--- src/rtl/cbus_rr_arbiter.sv ---
// cbus_rr_arbiter: round-robin arbiter that merges NUM_REQ CBus masters
// (icache, dcache, uncached ports) onto one downstream CBus port.
// One master is granted per burst. While it is granted, its live request is
// forwarded downstream and the downstream response is routed back to it only.
//
// Optional feature macro: CBUS_ARB_ADDR_XLATE_EN
//   defined   : oreq.addr has the fixed MIPS kseg0/kseg1 -> physical
//               translation applied combinationally
//   undefined : oreq.addr is the granted master's address verbatim
//
// Packed bus layouts, MSB first:
//   request  (81 bits): valid, is_write, size[2:0], addr[31:0], strobe[3:0],
//                       data[31:0], len[7:0]
//   response (34 bits): ready, last, data[31:0]
// len is beats-1 (MLEN1 = 0, MLEN4 = 3, MLEN16 = 15).

module cbus_rr_arbiter #(
    parameter  int NUM_REQ = 4,
    localparam int IDX_W   = $clog2(NUM_REQ),
    localparam int REQ_W   = 81,
    localparam int RESP_W  = 34
) (
    input  logic                             clk,
    input  logic                             reset,
    input  logic [NUM_REQ-1:0][REQ_W-1:0]    ireqs,
    output logic [NUM_REQ-1:0][RESP_W-1:0]   iresps,
    output logic [REQ_W-1:0]                 oreq,
    input  logic [RESP_W-1:0]                oresp
);

    typedef struct packed {
        logic        valid;
        logic        is_write;
        logic [2:0]  size;
        logic [31:0] addr;
        logic [3:0]  strobe;
        logic [31:0] data;
        logic [7:0]  len;
    } cbus_req_t;

    typedef struct packed {
        logic        ready;
        logic        last;
        logic [31:0] data;
    } cbus_resp_t;

    localparam logic [0:0]       ST_IDLE   = 1'b0;
    localparam logic [0:0]       ST_BUSY   = 1'b1;
    localparam logic [IDX_W-1:0] LAST_IDX  = IDX_W'(NUM_REQ - 1);
    localparam logic [IDX_W:0]   NUM_REQ_W = (IDX_W + 1)'(NUM_REQ);

    // Fixed kseg0/kseg1 unmapped-segment translation; identity when disabled.
    function automatic logic [31:0] xlate_addr(input logic [31:0] addr);
`ifdef CBUS_ARB_ADDR_XLATE_EN
        if ((addr[31:29] == 3'b100) || (addr[31:29] == 3'b101)) begin
            xlate_addr = {3'b000, addr[28:0]};
        end else begin
            xlate_addr = addr;
        end
`else
        xlate_addr = addr;
`endif
    endfunction

    logic [0:0]       r_state;
    logic [IDX_W-1:0] r_ptr;
    logic [IDX_W-1:0] r_sel;
    logic [7:0]       r_cnt;

    logic             w_found;
    logic [IDX_W-1:0] w_pick;
    logic [IDX_W-1:0] w_next_ptr;
    cbus_req_t        w_sel_req;
    cbus_resp_t       w_resp;

    assign w_sel_req = cbus_req_t'(ireqs[r_sel]);
    assign w_resp    = cbus_resp_t'(oresp);

    // Scan valids starting at r_ptr, wrapping explicitly at NUM_REQ so a
    // non-power-of-two NUM_REQ never lands on an unused index.
    always_comb begin
        logic [IDX_W:0]   w_sum;
        logic [IDX_W-1:0] w_idx;
        w_found = 1'b0;
        w_pick  = r_ptr;
        w_sum   = '0;
        w_idx   = '0;
        for (int i = 0; i < NUM_REQ; i++) begin
            w_sum = {1'b0, r_ptr} + (IDX_W + 1)'(i);
            if (w_sum >= NUM_REQ_W) begin
                w_sum = w_sum - NUM_REQ_W;
            end else begin
                w_sum = w_sum;
            end
            w_idx = w_sum[IDX_W-1:0];
            if (!w_found && ireqs[w_idx][REQ_W-1]) begin
                w_found = 1'b1;
                w_pick  = w_idx;
            end else begin
                w_found = w_found;
                w_pick  = w_pick;
            end
        end
    end

    // Master after the one that just finished; it becomes lowest priority.
    always_comb begin
        if (r_sel == LAST_IDX) begin
            w_next_ptr = {IDX_W{1'b0}};
        end else begin
            w_next_ptr = r_sel + IDX_W'(1);
        end
    end

    // Forward the granted master's live request and route the response back.
    always_comb begin
        cbus_req_t w_out;
        w_out  = '0;
        oreq   = '0;
        iresps = '0;
        if (r_state == ST_BUSY) begin
            w_out         = w_sel_req;
            w_out.addr    = xlate_addr(w_sel_req.addr);
            oreq          = w_out;
            iresps[r_sel] = oresp;
        end else begin
            oreq   = '0;
            iresps = '0;
        end
    end

    // Grant FSM, round-robin pointer and beat counter.
    always_ff @(posedge clk) begin
        if (reset) begin
            r_state <= ST_IDLE;
            r_ptr   <= {IDX_W{1'b0}};
            r_sel   <= {IDX_W{1'b0}};
            r_cnt   <= 8'd0;
        end else begin
            case (r_state)
                ST_IDLE: begin
                    if (w_found) begin
                        r_state <= ST_BUSY;
                        r_sel   <= w_pick;
                        r_cnt   <= 8'd0;
                    end
                end
                ST_BUSY: begin
                    if (w_resp.ready) begin
                        r_cnt <= r_cnt + 8'd1;
                        if (w_resp.last) begin
                            r_state <= ST_IDLE;
                            r_ptr   <= w_next_ptr;
                        end
                    end
                end
                default: begin
                    r_state <= ST_IDLE;
                end
            endcase
        end
    end

    cbus_rr_arbiter_chk u_chk (
        .clk          (clk),
        .reset        (reset),
        .i_busy       (r_state == ST_BUSY),
        .i_sel_valid  (w_sel_req.valid),
        .i_resp_ready (w_resp.ready),
        .i_resp_last  (w_resp.last),
        .i_cnt        (r_cnt),
        .i_sel_len    (w_sel_req.len)
    );

endmodule

// Protocol checker for the arbiter: granted master keeps valid, no downstream
// ready while idle, and the last beat lands exactly on beat len.
module cbus_rr_arbiter_chk (
    input logic       clk,
    input logic       reset,
    input logic       i_busy,
    input logic       i_sel_valid,
    input logic       i_resp_ready,
    input logic       i_resp_last,
    input logic [7:0] i_cnt,
    input logic [7:0] i_sel_len
);

    a_sel_valid_held: assert property (@(posedge clk) disable iff (reset)
        i_busy |-> i_sel_valid);

    a_no_ready_idle: assert property (@(posedge clk) disable iff (reset)
        !i_busy |-> !i_resp_ready);

    a_last_on_len: assert property (@(posedge clk) disable iff (reset)
        (i_busy && i_resp_ready && i_resp_last) |-> (i_cnt == i_sel_len));

endmodule

--- config.mk ---
export PLATFORM = sky130hd
export DESIGN_NAME = cbus_rr_arbiter
export DESIGN_NICKNAME = d
export VERILOG_FILES = /design/src/rtl/cbus_rr_arbiter.sv
export SDC_FILE = /design/constraint.sdc
export NUM_CORES = 1
export LEC_CHECK = 0
export CAP_MARGIN = 10
export CORE_AREA = 4 4 223 225
export DETAILED_ROUTE_END_ITERATION = 10
export DIE_AREA = 0 0 227 229
export SYNTH_ARGS = -nofsm -noshare
export SYNTH_HDL_FRONTEND = slang
export SYNTH_HIERARCHICAL = 1
export SYNTH_SLANG_ARGS = --single-unit
--- constraint.sdc ---
create_clock -name clk -period 4.2 [get_ports clk]
set_input_delay 0.84 -clock clk [delete_from_list [all_inputs] [get_ports clk]]
set_output_delay 0.84 -clock clk [all_outputs]
set_load 0.1 [all_outputs]
# Word level (Yosys, flattened, before mapping)
# Index checks and enable logic that the tools add are counted.
# word_totals
reg_bits	5
inputBits	360
# op_classes
reduce_logical	9
eq_ne	1
n_mux	31
bitwise	2
n_lt_le_gt_ge	10
addsub	8
# op_table
operator	count
81-bit binary-select mux with 2-bit select	5
81-bit 2-to-1 mux	6
136-bit AND	1
136-bit 2-to-1 mux	1
34-bit demux with 2-bit select	1
34-bit 2-to-1 mux	1
2-bit 2-to-1 mux	9
2-bit by 3-bit < comparator with 1-bit output (second input constant)	5
3-bit greater-or-equal comparator (second input constant)	3
2-bit by 1-bit subtractor with 2-bit output (second input constant)	4
1-bit 2-to-1 mux	7
2-bit by 2-bit adder with 3-bit output (second input constant)	2
1-bit logical AND	4
2-bit by 1-bit adder with 3-bit output (second input constant)	1
2-bit by 3-bit greater-or-equal comparator with 1-bit output (second input constant)	1
1-bit zero test	3
3-bit AND reduction	1
2-bit by 1-bit adder with 2-bit output (second input constant)	1
2-bit == test (second input constant)	1
2-bit by 1-bit greater-or-equal comparator with 1-bit output (second input constant)	1
1-bit case mux with 2 select lines	1
2-bit AND reduction	1
1-bit inverter	1

# Logic depth before layout (Yosys ltp)
# logic_depth
depth_word	16
depth_mapped	6
depth_no_buf	4

# Worst setup path before layout
# Ideal clock, no wire load.
# synth_timing
kind	register to output
startpoint	register r_sel[1]
endpoint	output iresps[38] in the netlist's numbering
n_path_buf	3
slack_ps	1393
path_stages_with_launch	7
t_arrival_ps	1967
cell_sequence	dfxtp_1 buf_2 buf_2 inv_1 ha_1 clkbuf_1 and3_1
# synth_rtl
element	line	source
from (decl)	67	logic [IDX_W-1:0] r_sel;
from (signal assigned)	137	r_sel <= {IDX_W{1'b0}};
from (signal assigned)	144	r_sel <= w_pick;
to (decl)	26	output logic [NUM_REQ-1:0][RESP_W-1:0] iresps,

# Final worst setup path
# layout_timing
startpoint	input ireqs[270] in the netlist's numbering
endpoint	output oreq[27]
# layout_between
elab_chain_cells	3
# layout_lines
element	line	source
from (decl)	25	input logic [NUM_REQ-1:0][REQ_W-1:0] ireqs,
81-bit binary-select mux with 2-bit select	76	assign w_sel_req = cbus_req_t'(ireqs[r_sel]);
81-bit 2-to-1 mux (not written as such)	76	
81-bit 2-to-1 mux	121	if (r_state == ST_BUSY) begin
to (decl)	27	output logic [REQ_W-1:0] oreq,
# Every way passes these cells. The select of a mux whose other input is x is not followed.

==> metrics.md <==
| Metric | Value |
|---|---|
| Htree depth | 1 |
| Max-cap violation count | 0 |
| Top Ports | between 500 and 600 |
| Post-synthesis sequential element count | 5 |
| Max Fanout on Critical Path | 1 |
| Pwr per Cell Area | 203.9 mW/mm2 |
| Post-synthesis sequential area ratio | 2.656% |
| Main flop type after synthesis | dfxtp_1 |
| Wirelength, routed | ~31 mm |
| Required time worst endpoint | between 3 and 4 ns |
| Cell at the slowest stage of the critical path | mux4_2 |
| Setup_tns | 0 ns |
| Total net switching power | ~0.0012 W |
| Netlist area before placement | 0.003769 mm2 |
| Clk sinks | 5 |
| Detail Placement HPWL | approximately 27 mm |
| Final count of pins violating max slew | 0 |
| First drt pass iteration count | 4 |
| Post-Synth Adder-Cell Area | under 10% |
| Cell family with most CP delay | buffers and inverters |
| WL/cell | approximately 20 um |
| Most frequent standard cell in the layout excluding fill and tap cells | clkdlybuf4s50_1 |
| Crit path buffers/inverters | 2 |
| Average cell area after synthesis | between 9 and 10 um2 |
| Number of DRC violations after detailed routing | 0 |
| Area of the die | roughly 0.052 mm2 |
| TritonCTS clock tree | done |
| Post-synth EDFFs | 0 |
| Horizontal die dimension | about 230 um |
| Area share of xor/xnor cells in the synthesized design | 0% |
| Worst Skew | about 0.00095 ns |
| Pin count of the biggest net entering global routing | approximately 130 |
| Global-route wire length before repair | ~42 mm |
| Element type at the critical path end | output pin |
| Combinational Power Share | roughly nine tenths |
| Leading area contributor after synthesis | mux4_2 |
| Via count | ~5,800 |
| Total setup violations reported at the end of the flow | 0 |
| Number of buffer cells added on primary ports | 576 |
| Crit path DAT | between 2 and 2.5 ns |
| Root cell of the clock tree | clkbuf_16 |
| Worst hold-check slack | between 0.5 and 0.6 ns |
| Cells along the critical path | clkdlybuf4s50_1, mux4_2, and2_1, buf_4 |
| Post-CTS resize count | 0 |
| Synth cell types | 22 |
| Synth top area cells | mux4_2 48%, and3_1 23%, and2_1 13%, clkbuf_1 3.7%, dfxtp_1 2.7% |
| Fillcell total | about 5,200 |
| Fraction of synthesis flops using an asynchronous set or reset pin | 0% |
| Synthesized-area fraction occupied by ao, oa, aoi and oai cells | about 2% |
| Fraction of power consumed by the clock network | just under 8% |
| Post-route ant nets | 0 |
| Sequential group share of total power | roughly 4.1% |
| Combinational family with the most area after synthesis | multiplexers |
| Deepest clock path buffer count | 2 |
| Standard-cell row count | 80 |
| Total area of multi-input combinational cells | ~0.0034 mm2 |
| Area fraction in and, or, nand and nor cells after synthesis | a little under two fifths |
| Class of the tightest hold or removal check | reg -> reg |
| Synthesis Warnings | 6 |
| Result of the run | complete, no violations |
| Sw Ratio | between 50% and 60% |
| Synthesized netlist net count | ~760 |
| Post-synthesis cell count | 391 |
| Initial antenna violation count | 1 |
| Grt ovf | 0 |
| Clock-pin slew on the worst setup and hold paths | about 0.03 ns |
| Relative slew slack | around three fifths |
| Initial DRC count | around 230 |
| Signed area change from the synthesized netlist to the final layout | 158.4% |
| Number of global-route vias before repair | around 6,300 |
| Sequential cell area in the final layout | 111.4 um2 |
| Total routing resource utilization after global routing | 10.82% |
| Max stage delay on crit path | 0.58 ns |
| Time the worst path needs with I/O delays and setup | between 3 and 4 ns |
| Design internal power | between 0.0008 and 0.0009 W |
| RSZ-0062 raised after global routing | false |
| Share of Yosys cell area claimed by the top area cell type | between 40% and 50% |
| Slew of the pin with the lowest slew margin | approximately 0.62 ns |
| Die Y-Extent | approximately 230 um |
| Total leakage power | approximately 4.3 nW |
| Final Hold Violating Endpoints | 0 |
| Crit path launch type | input port |
| Maximum achievable frequency | just over 0.3 GHz |
| Post-route clock period utilization | ~77% |
| Clock latency reported for the late side of the worst-skew pair | roughly 0.23 ns |
| Leading cell types in the layout, fill and taps excluded | 359 x clkdlybuf4s50_1, 222 x buf_4, 136 x and3_1 |
| Starting density of the core | 7.926% |
| Share of synthesized area spent on multiplexers | about half |
| Final weighted congestion of routability-driven global placement | between 0.8 and 0.9 |
| Number of hold buffers added after cts | 0 |
| Floorplan Core Area | around 0.048 mm2 |
| Number of nets in the layout | around 1,300 |
| Max IR drop VDD | ~0.11 mV |
| Post-CTS setup buffer count | 0 |
| CTS buffer count | 3 |
| Via density per instance | around 3.8 |
| Fraction of layout cells with a size suffix above 1 | about a third |
| Crit Path Category | in -> out |
cells in the mapped netlist (all sizes together), types with 2 or more instances:
cell type / count
a211o: 2
a21oi: 4
and2: 81
and3: 136
buf: 17
clkbuf: 37
dfxtp: 5
ha: 4
inv: 6
mux4: 81
nor2: 6
nor3: 2
o21ai: 2
worst min-delay path, cell delays in order, from the launching register on:
cell	delay, ns
dfxtp_1	0.34
a21oi_1	0.14
nor2_1	0.04
registers in the layout (all words and copies together) (netlist names):
name / cells
r_ptr: 2
r_sel: 2
r_state: 1
final cells by class:
type                       instances  share of cell area, %
antenna                            1                0.02570
timing repair buffer             587                  55.26
multi-input combinational        326                  34.63
inverter                           6                 0.2313
sequential                         5                  1.144
tap                              615                  7.903
clock buffer                       4                 0.8096
power by group through the flow:
stage	sequential [W]	combinational (W)	clock, W
floorplan	0.0000537	0.00114	0
global route	0.0000854	0.00181	0.000162
finish	0.0000812	0.00175	0.000154
CTS	0.0000835	0.00177	0.000158
detailed placement	0.0000840	0.00176	0
global placement	0.0000840	0.00175	0
stage by stage:
step                      instance area, um2  power, W  util, %  setup slack [ns]  std cells
after detailed placement                9656  0.001843    20.31            0.9641       1539
after CTS                               9734  0.002007    20.47            0.9551       1543
after floorplan                         3769  0.001195        -             1.393        391
after global routing                    9734  0.002061    20.47            0.9203       1543
after global placement                  9656  0.001838    20.31            0.9659       1539
final                                   9737  0.001985    20.48            0.9548       1544
path summary, 6_finish.rpt:
check | startpoint | end | slack (ns) | cells past startpoint
hold / removal | r_ptr[0]$_SDFFE_PP0P_ | r_ptr[0]$_SDFFE_PP0P_ | 0.56 | 2
setup / recovery | ireqs[270] | oreq[27] | 0.95 | 4
hold reg to reg | r_ptr[0]$_SDFFE_PP0P_ | r_ptr[0]$_SDFFE_PP0P_ | 0.56 | 2
setup reg to reg | r_sel[0]$_SDFFE_PP0P_ | r_ptr[0]$_SDFFE_PP0P_ | 2.33 | 6
metal layers:
layer / vias to the layer above / wire length, um / track usage [%]
met5: - / 0 / 0
met4: 0 / 1292 / 3.744
met3: 36 / 3023 / 2.728
met2: 391 / 15690 / 20.07
met1: 2790 / 11140 / 11.88
li1: 2606 / - / -
cell families after synthesis:
logic type      Yosys count
simple gates            229
mux                      82
buf+inv                  60
compound gates           11
flops                     5
fa+ha+maj                 4
No activity file was read; power rests on OpenSTA's default activity.
